$ cat config.mk
export PLATFORM = sky130hd
export DESIGN_NAME = boc_corr_accum
export DESIGN_NICKNAME = d
export VERILOG_FILES = /design/src/rtl/boc_corr_accum.sv
export SDC_FILE = /design/constraint.sdc
export NUM_CORES = 1
export LEC_CHECK = 0
export ABC_CLOCK_PERIOD_IN_PS = 3600
export CORE_ASPECT_RATIO = 0.75
export CORE_UTILIZATION = 40
export CTS_CLUSTER_DIAMETER = 30
export DETAILED_ROUTE_END_ITERATION = 8
export GPL_TIMING_DRIVEN = 0
export PLACE_DENSITY = 0.64
export SLEW_MARGIN = 20
export SYNTH_ARGS = -nofsm -noshare
export SYNTH_HDL_FRONTEND = slang
export SYNTH_SLANG_ARGS = --single-unit
$ cat constraint.sdc
create_clock -name rx_clk -period 3.6 [get_ports rx_clk]
set_input_delay 0.72 -clock rx_clk [delete_from_list [all_inputs] [get_ports rx_clk]]
set_output_delay 0.72 -clock rx_clk [all_outputs]
set_load 0.05 [all_outputs]
$ cat src/rtl/boc_corr_accum.sv
// Integrate-and-dump correlator: wipes the BOC/PRN replica off I/Q samples and
// accumulates over an integer number of code periods framed by the generator's sop pulse.
module boc_corr_accum #(
    parameter int DATA_WIDTH = 8,
    parameter int ACC_WIDTH  = 24,
    parameter int LEN_WIDTH  = 5
) (
    input  logic                         rx_clk,
    input  logic                         rx_rst,
    input  logic                         rx_corr_en,
    input  logic                         rx_boc_sel,
    input  logic [LEN_WIDTH-1:0]         rx_int_len,
    input  logic signed [DATA_WIDTH-1:0] rx_i_data,
    input  logic signed [DATA_WIDTH-1:0] rx_q_data,
    input  logic                         rx_loc_boc,
    input  logic                         rx_loc_prn,
    input  logic                         rx_prn_sop,
    input  logic                         rx_prn_eop,
    output logic signed [ACC_WIDTH-1:0]  tx_i_acc,
    output logic signed [ACC_WIDTH-1:0]  tx_q_acc,
    output logic                         tx_acc_valid,
    output logic                         tx_acc_ovf,
    output logic                         tx_seq_err,
    output logic [15:0]                  tx_dump_cnt
);

    localparam int PW = DATA_WIDTH + 1;
    localparam logic [ACC_WIDTH-1:0] ACC_MAX = {1'b0, {(ACC_WIDTH-1){1'b1}}};
    localparam logic [ACC_WIDTH-1:0] ACC_MIN = {1'b1, {(ACC_WIDTH-1){1'b0}}};

    typedef enum logic [1:0] {
        IDLE     = 2'd0,
        WAIT_SOP = 2'd1,
        ACCUM    = 2'd2
    } state_t;

    state_t                 state_q, state_d;
    logic [ACC_WIDTH-1:0]   acc_inph_q, acc_inph_d;
    logic [ACC_WIDTH-1:0]   acc_quad_q, acc_quad_d;
    logic [ACC_WIDTH-1:0]   dump_inph_q, dump_inph_d;
    logic [ACC_WIDTH-1:0]   dump_quad_q, dump_quad_d;
    logic [LEN_WIDTH-1:0]   period_cnt_q, period_cnt_d;
    logic [LEN_WIDTH-1:0]   len_q, len_d;
    logic                   eop_seen_q, eop_seen_d;
    logic                   ovf_q, ovf_d;
    logic                   dump_ovf_q, dump_ovf_d;
    logic                   valid_q, valid_d;
    logic [15:0]            dump_cnt_q, dump_cnt_d;
    logic                   seq_err_q, seq_err_d;

    logic                   replica;
    logic [PW-1:0]          i_ext, q_ext, prod_i, prod_q;
    logic [ACC_WIDTH-1:0]   prod_i_acc, prod_q_acc;
    logic [ACC_WIDTH:0]     sum_i, sum_q;
    logic [ACC_WIDTH-1:0]   sat_i, sat_q;
    logic                   sat_hit_i, sat_hit_q;
    logic [LEN_WIDTH-1:0]   len_eff;
    logic                   is_dump;

    // One extra bit before negation so that -(-2^(DATA_WIDTH-1)) stays positive.
    assign replica    = rx_boc_sel ? rx_loc_boc : rx_loc_prn;
    assign i_ext      = {rx_i_data[DATA_WIDTH-1], rx_i_data};
    assign q_ext      = {rx_q_data[DATA_WIDTH-1], rx_q_data};
    assign prod_i     = replica ? (~i_ext + PW'(1)) : i_ext;
    assign prod_q     = replica ? (~q_ext + PW'(1)) : q_ext;
    assign prod_i_acc = {{(ACC_WIDTH-PW){prod_i[PW-1]}}, prod_i};
    assign prod_q_acc = {{(ACC_WIDTH-PW){prod_q[PW-1]}}, prod_q};

    assign sum_i      = {acc_inph_q[ACC_WIDTH-1], acc_inph_q} + {prod_i_acc[ACC_WIDTH-1], prod_i_acc};
    assign sum_q      = {acc_quad_q[ACC_WIDTH-1], acc_quad_q} + {prod_q_acc[ACC_WIDTH-1], prod_q_acc};
    assign sat_hit_i  = sum_i[ACC_WIDTH] ^ sum_i[ACC_WIDTH-1];
    assign sat_hit_q  = sum_q[ACC_WIDTH] ^ sum_q[ACC_WIDTH-1];
    assign sat_i      = sat_hit_i ? (sum_i[ACC_WIDTH] ? ACC_MIN : ACC_MAX) : sum_i[ACC_WIDTH-1:0];
    assign sat_q      = sat_hit_q ? (sum_q[ACC_WIDTH] ? ACC_MIN : ACC_MAX) : sum_q[ACC_WIDTH-1:0];

    assign len_eff    = (rx_int_len == '0) ? LEN_WIDTH'(1) : rx_int_len;
    assign is_dump    = rx_prn_sop && (period_cnt_q >= len_q);

    always_ff @(posedge rx_clk or negedge rx_rst) begin
        if (!rx_rst) begin
            state_q      <= IDLE;
            acc_inph_q   <= '0;
            acc_quad_q   <= '0;
            dump_inph_q  <= '0;
            dump_quad_q  <= '0;
            period_cnt_q <= '0;
            len_q        <= '0;
            eop_seen_q   <= 1'b0;
            ovf_q        <= 1'b0;
            dump_ovf_q   <= 1'b0;
            valid_q      <= 1'b0;
            dump_cnt_q   <= '0;
            seq_err_q    <= 1'b0;
        end else begin
            state_q      <= state_d;
            acc_inph_q   <= acc_inph_d;
            acc_quad_q   <= acc_quad_d;
            dump_inph_q  <= dump_inph_d;
            dump_quad_q  <= dump_quad_d;
            period_cnt_q <= period_cnt_d;
            len_q        <= len_d;
            eop_seen_q   <= eop_seen_d;
            ovf_q        <= ovf_d;
            dump_ovf_q   <= dump_ovf_d;
            valid_q      <= valid_d;
            dump_cnt_q   <= dump_cnt_d;
            seq_err_q    <= seq_err_d;
        end
    end

    always_comb begin
        state_d = state_q;
        if (!rx_corr_en) begin
            state_d = IDLE;
        end else begin
            case (state_q)
                IDLE:     state_d = WAIT_SOP;
                WAIT_SOP: if (rx_prn_sop) state_d = ACCUM;
                ACCUM:    state_d = ACCUM;
                default:  state_d = IDLE;
            endcase
        end
    end

    // Dump edge: the sop-cycle product seeds the next integration, never the dumped one.
    always_comb begin
        acc_inph_d   = acc_inph_q;
        acc_quad_d   = acc_quad_q;
        dump_inph_d  = dump_inph_q;
        dump_quad_d  = dump_quad_q;
        period_cnt_d = period_cnt_q;
        len_d        = len_q;
        eop_seen_d   = eop_seen_q;
        ovf_d        = ovf_q;
        dump_ovf_d   = dump_ovf_q;
        valid_d      = 1'b0;
        dump_cnt_d   = dump_cnt_q;
        seq_err_d    = seq_err_q;

        if (!rx_corr_en) begin
            acc_inph_d   = '0;
            acc_quad_d   = '0;
            period_cnt_d = '0;
            eop_seen_d   = 1'b0;
            ovf_d        = 1'b0;
            dump_cnt_d   = '0;
            seq_err_d    = 1'b0;
        end else begin
            case (state_q)
                WAIT_SOP: begin
                    if (rx_prn_sop) begin
                        acc_inph_d   = prod_i_acc;
                        acc_quad_d   = prod_q_acc;
                        period_cnt_d = LEN_WIDTH'(1);
                        len_d        = len_eff;
                        eop_seen_d   = 1'b0;
                        ovf_d        = 1'b0;
                    end
                end
                ACCUM: begin
                    if (rx_prn_sop) begin
                        seq_err_d  = seq_err_q | ~(eop_seen_q | rx_prn_eop);
                        eop_seen_d = 1'b0;
                        if (is_dump) begin
                            dump_inph_d  = acc_inph_q;
                            dump_quad_d  = acc_quad_q;
                            dump_ovf_d   = ovf_q;
                            valid_d      = 1'b1;
                            dump_cnt_d   = dump_cnt_q + 16'd1;
                            acc_inph_d   = prod_i_acc;
                            acc_quad_d   = prod_q_acc;
                            period_cnt_d = LEN_WIDTH'(1);
                            len_d        = len_eff;
                            ovf_d        = 1'b0;
                        end else begin
                            acc_inph_d   = sat_i;
                            acc_quad_d   = sat_q;
                            ovf_d        = ovf_q | sat_hit_i | sat_hit_q;
                            period_cnt_d = period_cnt_q + LEN_WIDTH'(1);
                        end
                    end else begin
                        acc_inph_d = sat_i;
                        acc_quad_d = sat_q;
                        ovf_d      = ovf_q | sat_hit_i | sat_hit_q;
                        eop_seen_d = eop_seen_q | rx_prn_eop;
                    end
                end
                default: begin
                    acc_inph_d = '0;
                    acc_quad_d = '0;
                end
            endcase
        end
    end

    assign tx_i_acc     = dump_inph_q;
    assign tx_q_acc     = dump_quad_q;
    assign tx_acc_valid = valid_q;
    assign tx_acc_ovf   = dump_ovf_q;
    assign tx_seq_err   = seq_err_q;
    assign tx_dump_cnt  = dump_cnt_q;

endmodule

==> flow_summary.toml <==
[outcome]
status = "complete, no violations"

[setup_path]
start_kind = "input pin"
cp-end-kind = "register"
max_stage_delay_ns = 0.38
crit_type = "in -> reg"
slowest_stage = "a2111oi_4"
worstPathCellList = "buf_8 > inv_4 > ha_4 > nand2_4 > o41ai_4 > buf_4 > o21ai_4 > buf_12 > buf_4 > ha_4 > buf_6 > nand2_1 > o211ai_1 > and2_4 > o31ai_4 > buf_4 > a2111oi_4 > nor3b_2 > o21bai_4 > clkbuf_16 > o21ai_0"
r2r-start = "period_cnt_q[0]$_DFFE_PN0P_"
rr_worst_depth = 9
timing.reg2reg.setup_slack_ns = 0.31
arrival_ns = 3.87
path_common_cell = "buf_4"
crit_start = "rx_i_data[0]"
worstReg2RegEnd = "tx_q_acc[6]$_DFFE_PN0P_"
cp_max_fo = 9
crit_path_end = "acc_inph_q[15]$_DFFE_PN0P_"
critPathRequiredTime_ns = 3.90

[cells_and_area]
fin_nets = 1172
layout.cells.most_common = "dfrtp_1"
mostFrequentLayoutCells = "129 x dfrtp_1, 75 x clkdlybuf4s50_1, 70 x nor2_1"
areaGrowthSynthToFinish_pct = 36.56
final_core_util = 0.5656
drive_gt1_frac = 0.2564
antenna_cells = 0
final_cell_count_no_fill = 1374
n_fill_cell = 1781

[floorplan]
initial_core_util = 0.4142
die_y_um = 128.3
dieArea_mm2 = 0.02187
coreArea_mm2 = 0.02055
fp.dieW_um = 170.4
pin_count = 96
rows = 45

[timing]
setup_viol = 0
drv_slew = 0
rsz0062_at_grt = "yes"
fin_hold_ws_ns = 0.2181
period_minus_slack_ns = 3.567
tns_ns = 0
hold_viol_final = 0
finalCritPeriodShare = 0.9908
slew_headroom = 0.5523
fmax_ghz = 0.2804
finalClockSkew_ns = 0.007562
worst_pin_slew_ns = 0.6716

[route]
met3_length_um = 1206
final_antenna_net_count = 0
vias_per_cell = 5.543
drtIter0Drc = 620
wl_um = 23950
dr.pass1.iters = 5
wl_per_cell_um = 17.43
topRoutingLayerUsed = "met4"
wl_met2_um = 10320
routedLengthMet1_um = 12200
vias = 7616
drc = 0

[yosys]
synthDistinctLibCells = 64
netlist_area_mm2 = 0.008512
synth_cells = 917
ys_seq_area_frac = 0.3792
ys_ff_latch = 129
avgSynthCellArea_um2 = 9.282
ys_warn_count = 0
ys.flop_type = "dfrtp_1"
synth_nets = 1010
synth_edf_count = 0
async_flop_share = 1.000

[power_and_ir_drop]
p_sw_uw = 2085
seq_power_share = 0.311
p_leak_uw = 0.005306
clockPowerShare = 0.306
power_frac_comb = 0.383
switching_share = 0.3770
irDropWorstVdd_uv = 271.2
internal_power_uw = 3446
p_per_area_mw_per_mm2 = 475.9

[grt]
grt_max_degree = 71
antenna_found_initial = 0
overflow = 0
grt.total_usage = 0.2181
grt_pass1_vias = 6925
grt_pass1_wl_um = 37140

[place]
gp_congestion = 0.8961
dp_hpwl_um = 16310
dp_cells = 1295
place.port_buffers = 95

[worst_hold_path]
hold_class = "in -> async"

[clock_tree]
numCtsBuffers = 17
cts_root_buf = "clkbuf_16"
clk_path_buf_depth = 2
cts.sinks = 129
path_clk_slew_ns = 0.06
clk_latency_ns = 0.43
cts_tree = "yes"
htree_levels = 4
hold_buffers = 0

[job]
max-cap-violations = 0
==> area by class of cell <==
| class | instances | area [µm²] | share of cell area |
|---|---|---|---|
| repair buffers | 143 | 1368 | 0.1177 |
| inverters | 31 | 131.4 | 0.01130 |
| clock inverters | 14 | 130.1 | 0.01119 |
| well taps | 282 | 352.8 | 0.03036 |
| plain buffers | 33 | 201.4 | 0.01733 |
| flip-flops and latches | 129 | 3228 | 0.2777 |
| multi-input cells | 724 | 5773 | 0.4967 |
| clock buffers | 18 | 439.2 | 0.03778 |
==> per-layer routing <==
metal / vias up / global-route usage
li1: 3698 / -
met5: - / 0
met4: 0 / 0.04610
met1: 3676 / 0.3322
met2: 222 / 0.3158
met3: 20 / 0.04399
==> synth_stat cells (10+ instances only) <==
cell type	n	area share
a21o_1	24	0.021
o21ai_1	19	0.011
nor3_1	25	0.015
and2_1	21	0.015
o21ai_0	68	0.040
ha_1	62	0.091
a21oi_1	84	0.049
xnor2_1	37	0.038
a211oi_1	11	0.0097
clkbuf_1	24	0.011
a31oi_1	10	0.0073
nor2_1	76	0.034
a22oi_1	17	0.015
xor2_1	22	0.023
dfrtp_1	129	0.38
mux2_2	48	0.064
nand2_1	63	0.028
inv_1	31	0.014
nand3_1	16	0.0094
==> critical path, delay by kind of cell <==
| family | cells | cell delay, ns |
|---|---|---|
| AO/OA/AOI/OAI | 7 | 1.23 |
| adder cells (fa/ha/maj) | 2 | 0.40 |
| buffers and inverters | 8 | 1.09 |
| AND/OR/NAND/NOR | 4 | 0.42 |
==> worst min-delay path by stage <==
stage,cells after the start,endpoint,start
6_report,1,tx_dump_cnt[11]$_DFFE_PN0P_,rx_rst
5_1_grt,1,tx_dump_cnt[11]$_DFFE_PN0P_,rx_rst
4_1_cts,1,tx_dump_cnt[11]$_DFFE_PN0P_,rx_rst
3_5_place_dp,1,tx_q_acc[10]$_DFFE_PN0P_,tx_q_acc[10]$_DFFE_PN0P_
3_3_place_gp,2,tx_q_acc[1]$_DFFE_PN0P_,tx_q_acc[1]$_DFFE_PN0P_
2_1_floorplan,0,acc_inph_q[0]$_DFFE_PN0P_,rx_rst
==> stage by stage <==
step,setup slack (ns),total power [µW],area [µm²]
global placement,-3.508,3496,10120
detailed placement,-1.273,3524,10150
floorplan,0.003043,3045,8818
CTS,0.004432,5335,11090
global route,-0.09371,5840,11620
finish,0.03304,5531,11620
==> registers in the layout (all words and copies together) (netlist names) <==
| register | flops |
|---|---|
| acc_inph_q | 24 |
| tx_acc_valid | 1 |
| state_q | 2 |
| ovf_q | 1 |
| tx_q_acc | 24 |
| eop_seen_q | 1 |
| tx_dump_cnt | 16 |
| tx_i_acc | 24 |
| len_q | 5 |
| acc_quad_q | 24 |
| tx_acc_ovf | 1 |
| tx_seq_err | 1 |
| period_cnt_q | 5 |
==> power by group through the flow <==
| stage | registers, µW | clock network, µW | logic, µW |
|---|---|---|---|
| floorplan | 1780 | 0 | 1270 |
| global placement | 1740 | 0 | 1750 |
| detailed placement | 1740 | 0 | 1780 |
| CTS | 1720 | 1730 | 1890 |
| global route | 1740 | 1790 | 2310 |
| finish | 1720 | 1690 | 2120 |
==> logic make-up (layout without fill, tap and decap cells) <==
logic type | Yosys count | after routing | share of synthesized area
AND/OR/NAND/NOR | 251 | 251 | 0.1399
AO/OA/AOI/OAI | 297 | 300 | 0.2265
multiplexers | 50 | 50 | 0.06629
XOR/XNOR | 59 | 59 | 0.06071
adder cells (fa/ha/maj) | 64 | 64 | 0.09584
buffers and inverters | 67 | 239 | 0.03146
flip-flops | 129 | 129 | 0.3792
==> what timing repair did <==
item	4_1_cts	5_1_grt
setup endpoints to repair	49	47
endpoints found under the hold margin	0	0
resized for setup	68	131
pin swaps	17	35
cloned	3	3
buffers inserted	24	22
Power figures use the tool's default switching activity.
